[src/rtl/proc_trace_pkg.sv]
// Shared constants, serializer state and record-to-word helpers for the
// processor trace recorder.
package proc_trace_pkg;

  localparam int RECORD_W      = 98;
  localparam int WORD_W        = 32;
  localparam int WORDS_PER_REC = 4;

  localparam logic [1:0] IDX_W0 = 2'd0;
  localparam logic [1:0] IDX_W1 = 2'd1;
  localparam logic [1:0] IDX_W2 = 2'd2;
  localparam logic [1:0] IDX_W3 = 2'd3;

  typedef enum logic [2:0] {
    IDLE,
    W0,
    W1,
    W2,
    W3
  } ser_state_t;

  // Record is {PC_Value, Instruction, Jump, PC_Scr, Result}, MSB first.
  function automatic logic [WORD_W-1:0] rec_word(input logic [RECORD_W-1:0] rec,
                                                 input logic [1:0] idx);
    rec_word = '0;
    case (idx)
      IDX_W0: rec_word = rec[97:66];
      IDX_W1: rec_word = rec[65:34];
      IDX_W2: rec_word = {30'b0, rec[33:32]};
      IDX_W3: rec_word = rec[31:0];
    endcase
  endfunction

  function automatic logic [1:0] state_idx(input ser_state_t st);
    state_idx = IDX_W0;
    case (st)
      W1:      state_idx = IDX_W1;
      W2:      state_idx = IDX_W2;
      W3:      state_idx = IDX_W3;
      default: state_idx = IDX_W0;
    endcase
  endfunction

endpackage

[src/rtl/proc_trace_recorder_if.sv]
// Word stream from the trace recorder to a host or log memory.
// A word transfers on a rising edge where out_valid and out_ready are both 1;
// once out_valid is raised, out_data/out_last hold until that transfer.
interface proc_trace_recorder_if;
  import proc_trace_pkg::*;

  logic [WORD_W-1:0] out_data;
  logic              out_valid;
  logic              out_ready;
  logic              out_last;

  modport master (output out_data, output out_valid, output out_last, input out_ready);
  modport slave  (input out_data, input out_valid, input out_last, output out_ready);

endinterface

[src/rtl/trace_fifo.sv]
// Record FIFO with combinational head read; a push into a full FIFO is
// accepted only when a pop happens in the same cycle.
module trace_fifo #(
  parameter int WIDTH = 98,
  parameter int DEPTH = 16
) (
  input  logic                       clk,
  input  logic                       reset,
  input  logic                       push,
  input  logic                       pop,
  input  logic [WIDTH-1:0]           din,
  output logic [WIDTH-1:0]           dout,
  output logic [WIDTH-1:0]           dout_next,
  output logic                       full,
  output logic                       empty,
  output logic [$clog2(DEPTH+1)-1:0] count
);

  localparam int PTR_W = $clog2(DEPTH);
  localparam int CNT_W = $clog2(DEPTH+1);

  logic [WIDTH-1:0] mem [DEPTH];
  logic [PTR_W-1:0] wr_ptr;
  logic [PTR_W-1:0] rd_ptr;
  logic             do_push;
  logic             do_pop;

  assign empty     = (count == '0);
  assign full      = (count == CNT_W'(DEPTH));
  assign do_pop    = pop && !empty;
  assign do_push   = push && (!full || do_pop);
  assign dout      = mem[rd_ptr];
  assign dout_next = mem[rd_ptr + PTR_W'(1)];

  always_ff @(posedge clk) begin
    if (reset) begin
      wr_ptr <= '0;
      rd_ptr <= '0;
      count  <= '0;
    end else begin
      if (do_push) wr_ptr <= wr_ptr + PTR_W'(1);
      if (do_pop)  rd_ptr <= rd_ptr + PTR_W'(1);
      case ({do_push, do_pop})
        2'b10:   count <= count + CNT_W'(1);
        2'b01:   count <= count - CNT_W'(1);
        default: count <= count;
      endcase
    end
  end

  always_ff @(posedge clk) begin
    if (do_push) mem[wr_ptr] <= din;
  end

endmodule

[src/rtl/proc_trace_recorder.sv]
// Samples one processor record per enabled cycle, buffers it and streams it
// out as four 32-bit words with registered stream outputs.
module proc_trace_recorder
  import proc_trace_pkg::*;
#(
  parameter int DEPTH  = 16,
  parameter int DROP_W = 16
) (
  input  logic                       clk,
  input  logic                       reset,
  input  logic                       enable,
  input  logic [31:0]                PC_Value,
  input  logic [31:0]                Instruction,
  input  logic                       Jump,
  input  logic                       PC_Scr,
  input  logic [31:0]                Result,
  proc_trace_recorder_if.master      stream,
  output logic                       overflow,
  output logic [DROP_W-1:0]          drop_count,
  output logic [$clog2(DEPTH+1)-1:0] record_count,
  output ser_state_t                 dbg_state
);

  localparam int CNT_W = $clog2(DEPTH+1);

  logic [RECORD_W-1:0] rec_in;
  logic [RECORD_W-1:0] fifo_dout;
  logic [RECORD_W-1:0] fifo_dout_next;
  logic [RECORD_W-1:0] cur_rec;
  logic [RECORD_W-1:0] load_rec;
  logic [RECORD_W-1:0] src_rec;
  logic                fifo_full;
  logic                fifo_empty;
  logic                pop;
  logic                push;
  logic                drop;
  logic                load;
  ser_state_t          state;
  ser_state_t          state_nxt;
  logic [WORD_W-1:0]   data_q;
  logic                valid_q;
  logic                last_q;

  assign rec_in = {PC_Value, Instruction, Jump, PC_Scr, Result};
  assign pop    = (state == W3) && stream.out_ready;
  assign push   = enable && (!fifo_full || pop);
  assign drop   = enable && !push;

  trace_fifo #(
    .WIDTH (RECORD_W),
    .DEPTH (DEPTH)
  ) u_fifo (
    .clk       (clk),
    .reset     (reset),
    .push      (push),
    .pop       (pop),
    .din       (rec_in),
    .dout      (fifo_dout),
    .dout_next (fifo_dout_next),
    .full      (fifo_full),
    .empty     (fifo_empty),
    .count     (record_count)
  );

  // On a W3->W0 turnaround the next record is either already behind the head
  // or is the one being pushed this very cycle.
  always_comb begin
    state_nxt = state;
    load      = 1'b0;
    load_rec  = fifo_dout;
    case (state)
      IDLE: if (!fifo_empty) begin
        state_nxt = W0;
        load      = 1'b1;
      end
      W0: if (stream.out_ready) state_nxt = W1;
      W1: if (stream.out_ready) state_nxt = W2;
      W2: if (stream.out_ready) state_nxt = W3;
      W3: if (stream.out_ready) begin
        if (record_count > CNT_W'(1) || push) begin
          state_nxt = W0;
          load      = 1'b1;
          load_rec  = (record_count > CNT_W'(1)) ? fifo_dout_next : rec_in;
        end else begin
          state_nxt = IDLE;
        end
      end
      default: state_nxt = IDLE;
    endcase
    src_rec = load ? load_rec : cur_rec;
  end

  always_ff @(posedge clk) begin
    if (reset) begin
      state      <= IDLE;
      cur_rec    <= '0;
      data_q     <= '0;
      valid_q    <= 1'b0;
      last_q     <= 1'b0;
      overflow   <= 1'b0;
      drop_count <= '0;
    end else begin
      state   <= state_nxt;
      valid_q <= (state_nxt != IDLE);
      last_q  <= (state_nxt == W3);
      data_q  <= (state_nxt == IDLE) ? '0 : rec_word(src_rec, state_idx(state_nxt));
      if (load) cur_rec <= load_rec;
      if (drop) overflow <= 1'b1;
      if (drop && drop_count != '1) drop_count <= drop_count + DROP_W'(1);
    end
  end

  assign stream.out_data  = data_q;
  assign stream.out_valid = valid_q;
  assign stream.out_last  = last_q;
  assign dbg_state        = state;

endmodule

[src/flat_wrapper.sv]
// flat-port wrapper written by rule: the top's interface ports become plain ports
module proc_trace_recorder_flat import proc_trace_pkg::*;
#(
  parameter int DEPTH  = 16,
  parameter int DROP_W = 16
)
  (clk, reset, enable, PC_Value, Instruction, Jump, PC_Scr, Result, overflow, drop_count, record_count, dbg_state, stream_out_data, stream_out_valid, stream_out_last, stream_out_ready);
  proc_trace_recorder_if stream_i ();
  input  logic clk;
  input  logic reset;
  input  logic enable;
  input  logic [31:0] PC_Value;
  input  logic [31:0] Instruction;
  input  logic Jump;
  input  logic PC_Scr;
  input  logic [31:0] Result;
  output logic overflow;
  output logic [DROP_W-1:0] drop_count;
  output logic [$clog2(DEPTH+1)-1:0] record_count;
  output ser_state_t dbg_state;
  output wire logic [$bits(stream_i.out_data)-1:0] stream_out_data;
  output wire logic [$bits(stream_i.out_valid)-1:0] stream_out_valid;
  output wire logic [$bits(stream_i.out_last)-1:0] stream_out_last;
  input wire logic [$bits(stream_i.out_ready)-1:0] stream_out_ready;
  assign stream_out_data = stream_i.out_data;
  assign stream_out_valid = stream_i.out_valid;
  assign stream_out_last = stream_i.out_last;
  assign stream_i.out_ready = stream_out_ready;
  proc_trace_recorder #(.DEPTH(DEPTH), .DROP_W(DROP_W)) u_core (.clk(clk), .reset(reset), .enable(enable), .PC_Value(PC_Value), .Instruction(Instruction), .Jump(Jump), .PC_Scr(PC_Scr), .Result(Result), .stream(stream_i), .overflow(overflow), .drop_count(drop_count), .record_count(record_count), .dbg_state(dbg_state));
endmodule
[config.mk]
export PLATFORM = sky130hd
export DESIGN_NAME = proc_trace_recorder_flat
export DESIGN_NICKNAME = d
export VERILOG_FILES = /design/src/rtl/proc_trace_pkg.sv /design/src/rtl/proc_trace_recorder_if.sv /design/src/rtl/trace_fifo.sv /design/src/rtl/proc_trace_recorder.sv /design/src/flat_wrapper.sv
export SDC_FILE = /design/constraint.sdc
export NUM_CORES = 2
export LEC_CHECK = 0
export CELL_PAD_IN_SITES_DETAIL_PLACEMENT = 0
export CELL_PAD_IN_SITES_GLOBAL_PLACEMENT = 1
export CORE_MARGIN = 2
export CORE_UTILIZATION = 35
export CTS_CLUSTER_DIAMETER = 80
export DETAILED_ROUTE_END_ITERATION = 6
export GPL_TIMING_DRIVEN = 1
export PLACE_DENSITY_LB_ADDON = 0.05
export SYNTH_ARGS = -nofsm -noshare
export SYNTH_HDL_FRONTEND = slang
export SYNTH_SLANG_ARGS = --single-unit
[constraint.sdc]
create_clock -name clk -period 11.6 [get_ports clk]
set_clock_uncertainty 0.15 [all_clocks]
set_input_delay 1.16 -clock clk [delete_from_list [all_inputs] [get_ports clk]]
set_output_delay 1.16 -clock clk [all_outputs]
set_load 0.005 [all_outputs]
==> qor.yml <==
dieHeight_um: 477
avgViaCountPerCell: 5.92
final_nets: 4337
hold_path_end: "u_core.overflow$_SDFFE_PP0P_"
regToRegStartpoint: "u_core.u_fifo.rd_ptr[0]$_SDFFE_PP0P_"
slowest_stage: "buf_4"
ir_worst_vdd_v: 0.000164
synth_compound_area_share_pct: 5.23
crit_type: "reg2reg"
drtIter0Drc: 4177
critPathMaxStageDelay_ps: 840
synthMuxAreaShare_pct: 25.2
seq_area_mm2: 0.0505
ys.flop_type: "edfxtp_1"
critical_path.max_fanout: 95
io_buffers: 160
synth_adder_area_share_pct: 0.176
avgSynthCellArea_um2: 19.3
p_clk_share_pct: 43.6
cpMostUsedCell: "buf_4"
tightest_slew_ps: 1380
cts.sinks: 1737
path_cells: "buf_12, ha_4, buf_4, buf_4, mux4_2, mux2i_1, o22ai_1, a2111oi_2, nor3_1"
cp-end-kind: "flip-flop"
die_w_um: 477
track_usage_pct: 22.3
placedCellCount: 7001
synth_top_family_by_area: "multiplexers"
path_buf_inv: 3
antenna_found_initial: 22
die-area_mm2: 0.227
min_path_type: "reg2reg"
grt_max_degree: 99
ys_types: 59
synthXorXnorAreaFrac_pct: 0.323
post_cts_buffers: 0
htree_levels: 4
maxCapViolations: 0
mostFrequentLayoutCell: "edfxtp_1"
core-area_mm2: 0.222
globalplace.congestion: 0.741
cts_resized: 0
max_freq_mhz: 190
remaining_drc_errors: 0
status: "completed"
clockBufferDepth: 3
ios: 161
worst_hold_slack_ps: 311
cp.required_ps: 12100
dp_hpwl_mm: 137
synthSimpleGateAreaFrac_pct: 2.40
yosysWarningCount: 0
hold_depth: 2
ant_nets: 0
power_density_mw_per_mm2: 159
intPower_mw: 11.0
clk_latency_ps: 830
cp.arrival_ps: 5770
drtPass1Iterations: 7
setup_tns_ps: 0
final_cell_mix: "edfxtp_1, mux4_2, clkbuf_16"
p_seq_share_pct: 49.7
r2r_cells: 9
netlist_instances: 4060
worstHoldStart: "u_core.overflow$_SDFFE_PP0P_"
setup_viol_count_final: 0
cts-root-buf: "clkbuf_16"
cp.depth: 9
fillers: 19800
start_util_pct: 35.2
r2r-end: "u_core.cur_rec[84]$_SDFF_PP0_"
comb_power_share_pct: 6.6
synth_area_mm2: 0.0782
cp_top_family: "buffers and inverters"
cts_tree: "built"
total_power_mw: 14.4
drive_gt1_share_pct: 29.7
cts_buffers: 196
finalCriticalPeriod_ps: 5270
yosysSeqAreaShare_pct: 64.6
via_count: 43700
finalCritPeriodShare_pct: 45.4
wl_per_cell_um: 34.8
p_sw_mw: 3.34
syn2layout_area_growth_pct: 15.2
stdcell_count: 7374
grt_pass1_vias: 45900
grt_pass1_wl_mm: 361
async_reset_ff_share_pct: 0
synth_edf_count: 1568
relSlewSlack_pct: 5.28
hold_violations: 0
netSwitchingFraction_pct: 23.3
multi_input_area_mm2: 0.0264
rsz0062_at_grt: "no"
ctsHoldBuffers: 0
clkTransAtPathRegs_ps: 60
syn_nets: 4173
synth_seq_cells: 1737
p_leak_nw: 26.2
drv_slew: 0
r2r_setup_slack_ps: 6330
wl_mm: 256
row_count: 173
cp-start-kind: "flip-flop"
utilization_pct: 40.6
grt-ovfl-total: 0
routing by layer:
metal  part of all wire [%]  global-route usage [%]  vias to the layer above
met5                  0.011                       0                        -
met4                    2.0                    5.05                        4
met3                    4.5                    3.09                      307
met2                     50                    37.7                     1291
met1                     44                    30.6                    24100
li1                       -                       -                    17900
power by group through the flow:
stage          Combinational, mW  Clock [mW]  Sequential, mW
2_1_floorplan              0.434           0            7.19
3_3_place_gp               0.962           0            7.28
3_5_place_dp               0.963           0            7.28
4_1_cts                    0.967        6.42            7.15
5_1_grt                     1.03        6.66            7.15
6_report                   0.951        6.26            7.14
cell type report:
class | count | share of cell area [%]
multi-input cells | 1970 | 29.3
diodes | 6 | 0.0167
clock buffers | 272 | 6.12
clock inverters | 95 | 1.06
flip-flops and latches | 1737 | 56.0
well taps | 2975 | 4.13
repair buffers | 305 | 3.31
inverters | 14 | 0.0583
registers in the layout, indices dropped and copies added (netlist names), named ones only:
| register | flops |
|---|---|
| u_core.overflow | 1 |
| u_core.u_fifo.wr_ptr | 4 |
| u_core.u_fifo.mem | 1568 |
| u_core.stream.out_data | 32 |
| u_core.u_fifo.count | 5 |
| u_core.stream.out_valid | 1 |
| u_core.u_fifo.rd_ptr | 4 |
| u_core.cur_rec | 98 |
| u_core.drop_count | 16 |
| u_core.stream.out_last | 1 |
| u_core.dbg_state | 3 |
worst max-delay path by stage:
stage | from | endpoint | slack, ps
after floorplan | stream_out_ready | u_core.u_fifo.mem[3][0]$_DFFE_PP_ | 1980
after global placement | stream_out_ready | u_core.u_fifo.mem[5][8]$_DFFE_PP_ | 5770
after detailed placement | stream_out_ready | u_core.u_fifo.mem[5][25]$_DFFE_PP_ | 5730
after CTS | u_core.u_fifo.rd_ptr[0]$_SDFFE_PP0P_ | u_core.cur_rec[44]$_SDFF_PP0_ | 6130
after global routing | u_core.u_fifo.rd_ptr[0]$_SDFFE_PP0P_ | u_core.cur_rec[82]$_SDFF_PP0_ | 5910
final | u_core.u_fifo.rd_ptr[0]$_SDFFE_PP0P_ | u_core.cur_rec[84]$_SDFF_PP0_ | 6330
logic make-up after synthesis:
group	count (synthesis)
compound gates	557
buf+inv	353
fa+ha+maj	11
mux	981
xor+xnor	28
flops	1737
simple gates	393
synthesized netlist by cell type, drive strengths merged, types with 9 or more instances:
cell,instances,area [um^2]
xor2,21,184
a221oi,31,272
edfxtp,1568,47100
mux4,791,17800
a22oi,184,1380
o21ai,25,133
nand3,9,50.1
nand2,25,93.8
ha,11,138
o22ai,96,601
inv,14,52.6
nor2,163,612
buf,160,902
a2111oi,93,997
clkbuf,179,673
mux2i,185,1850
nor4,29,188
nor3,131,656
dfxtp,169,3380
a21oi,110,562
worst reg2reg max path, delay by kind of cell (launching register included):
| kind | cells | cell delay (ps) |
|---|---|---|
| fa+ha+maj | 1 | 580 |
| simple gates | 1 | 90 |
| compound gates | 2 | 520 |
| mux | 2 | 930 |
| flops | 1 | 670 |
| buf+inv | 3 | 2140 |
per-stage QoR:
stage          area (um^2)  worst slack (ps)
2_1_floorplan        78200              1980
3_3_place_gp         83600              5770
3_5_place_dp         83600              5730
4_1_cts              90100              6130
5_1_grt              90100              5910
6_report             90100              6330
No activity file was read; power rests on OpenSTA's default activity.
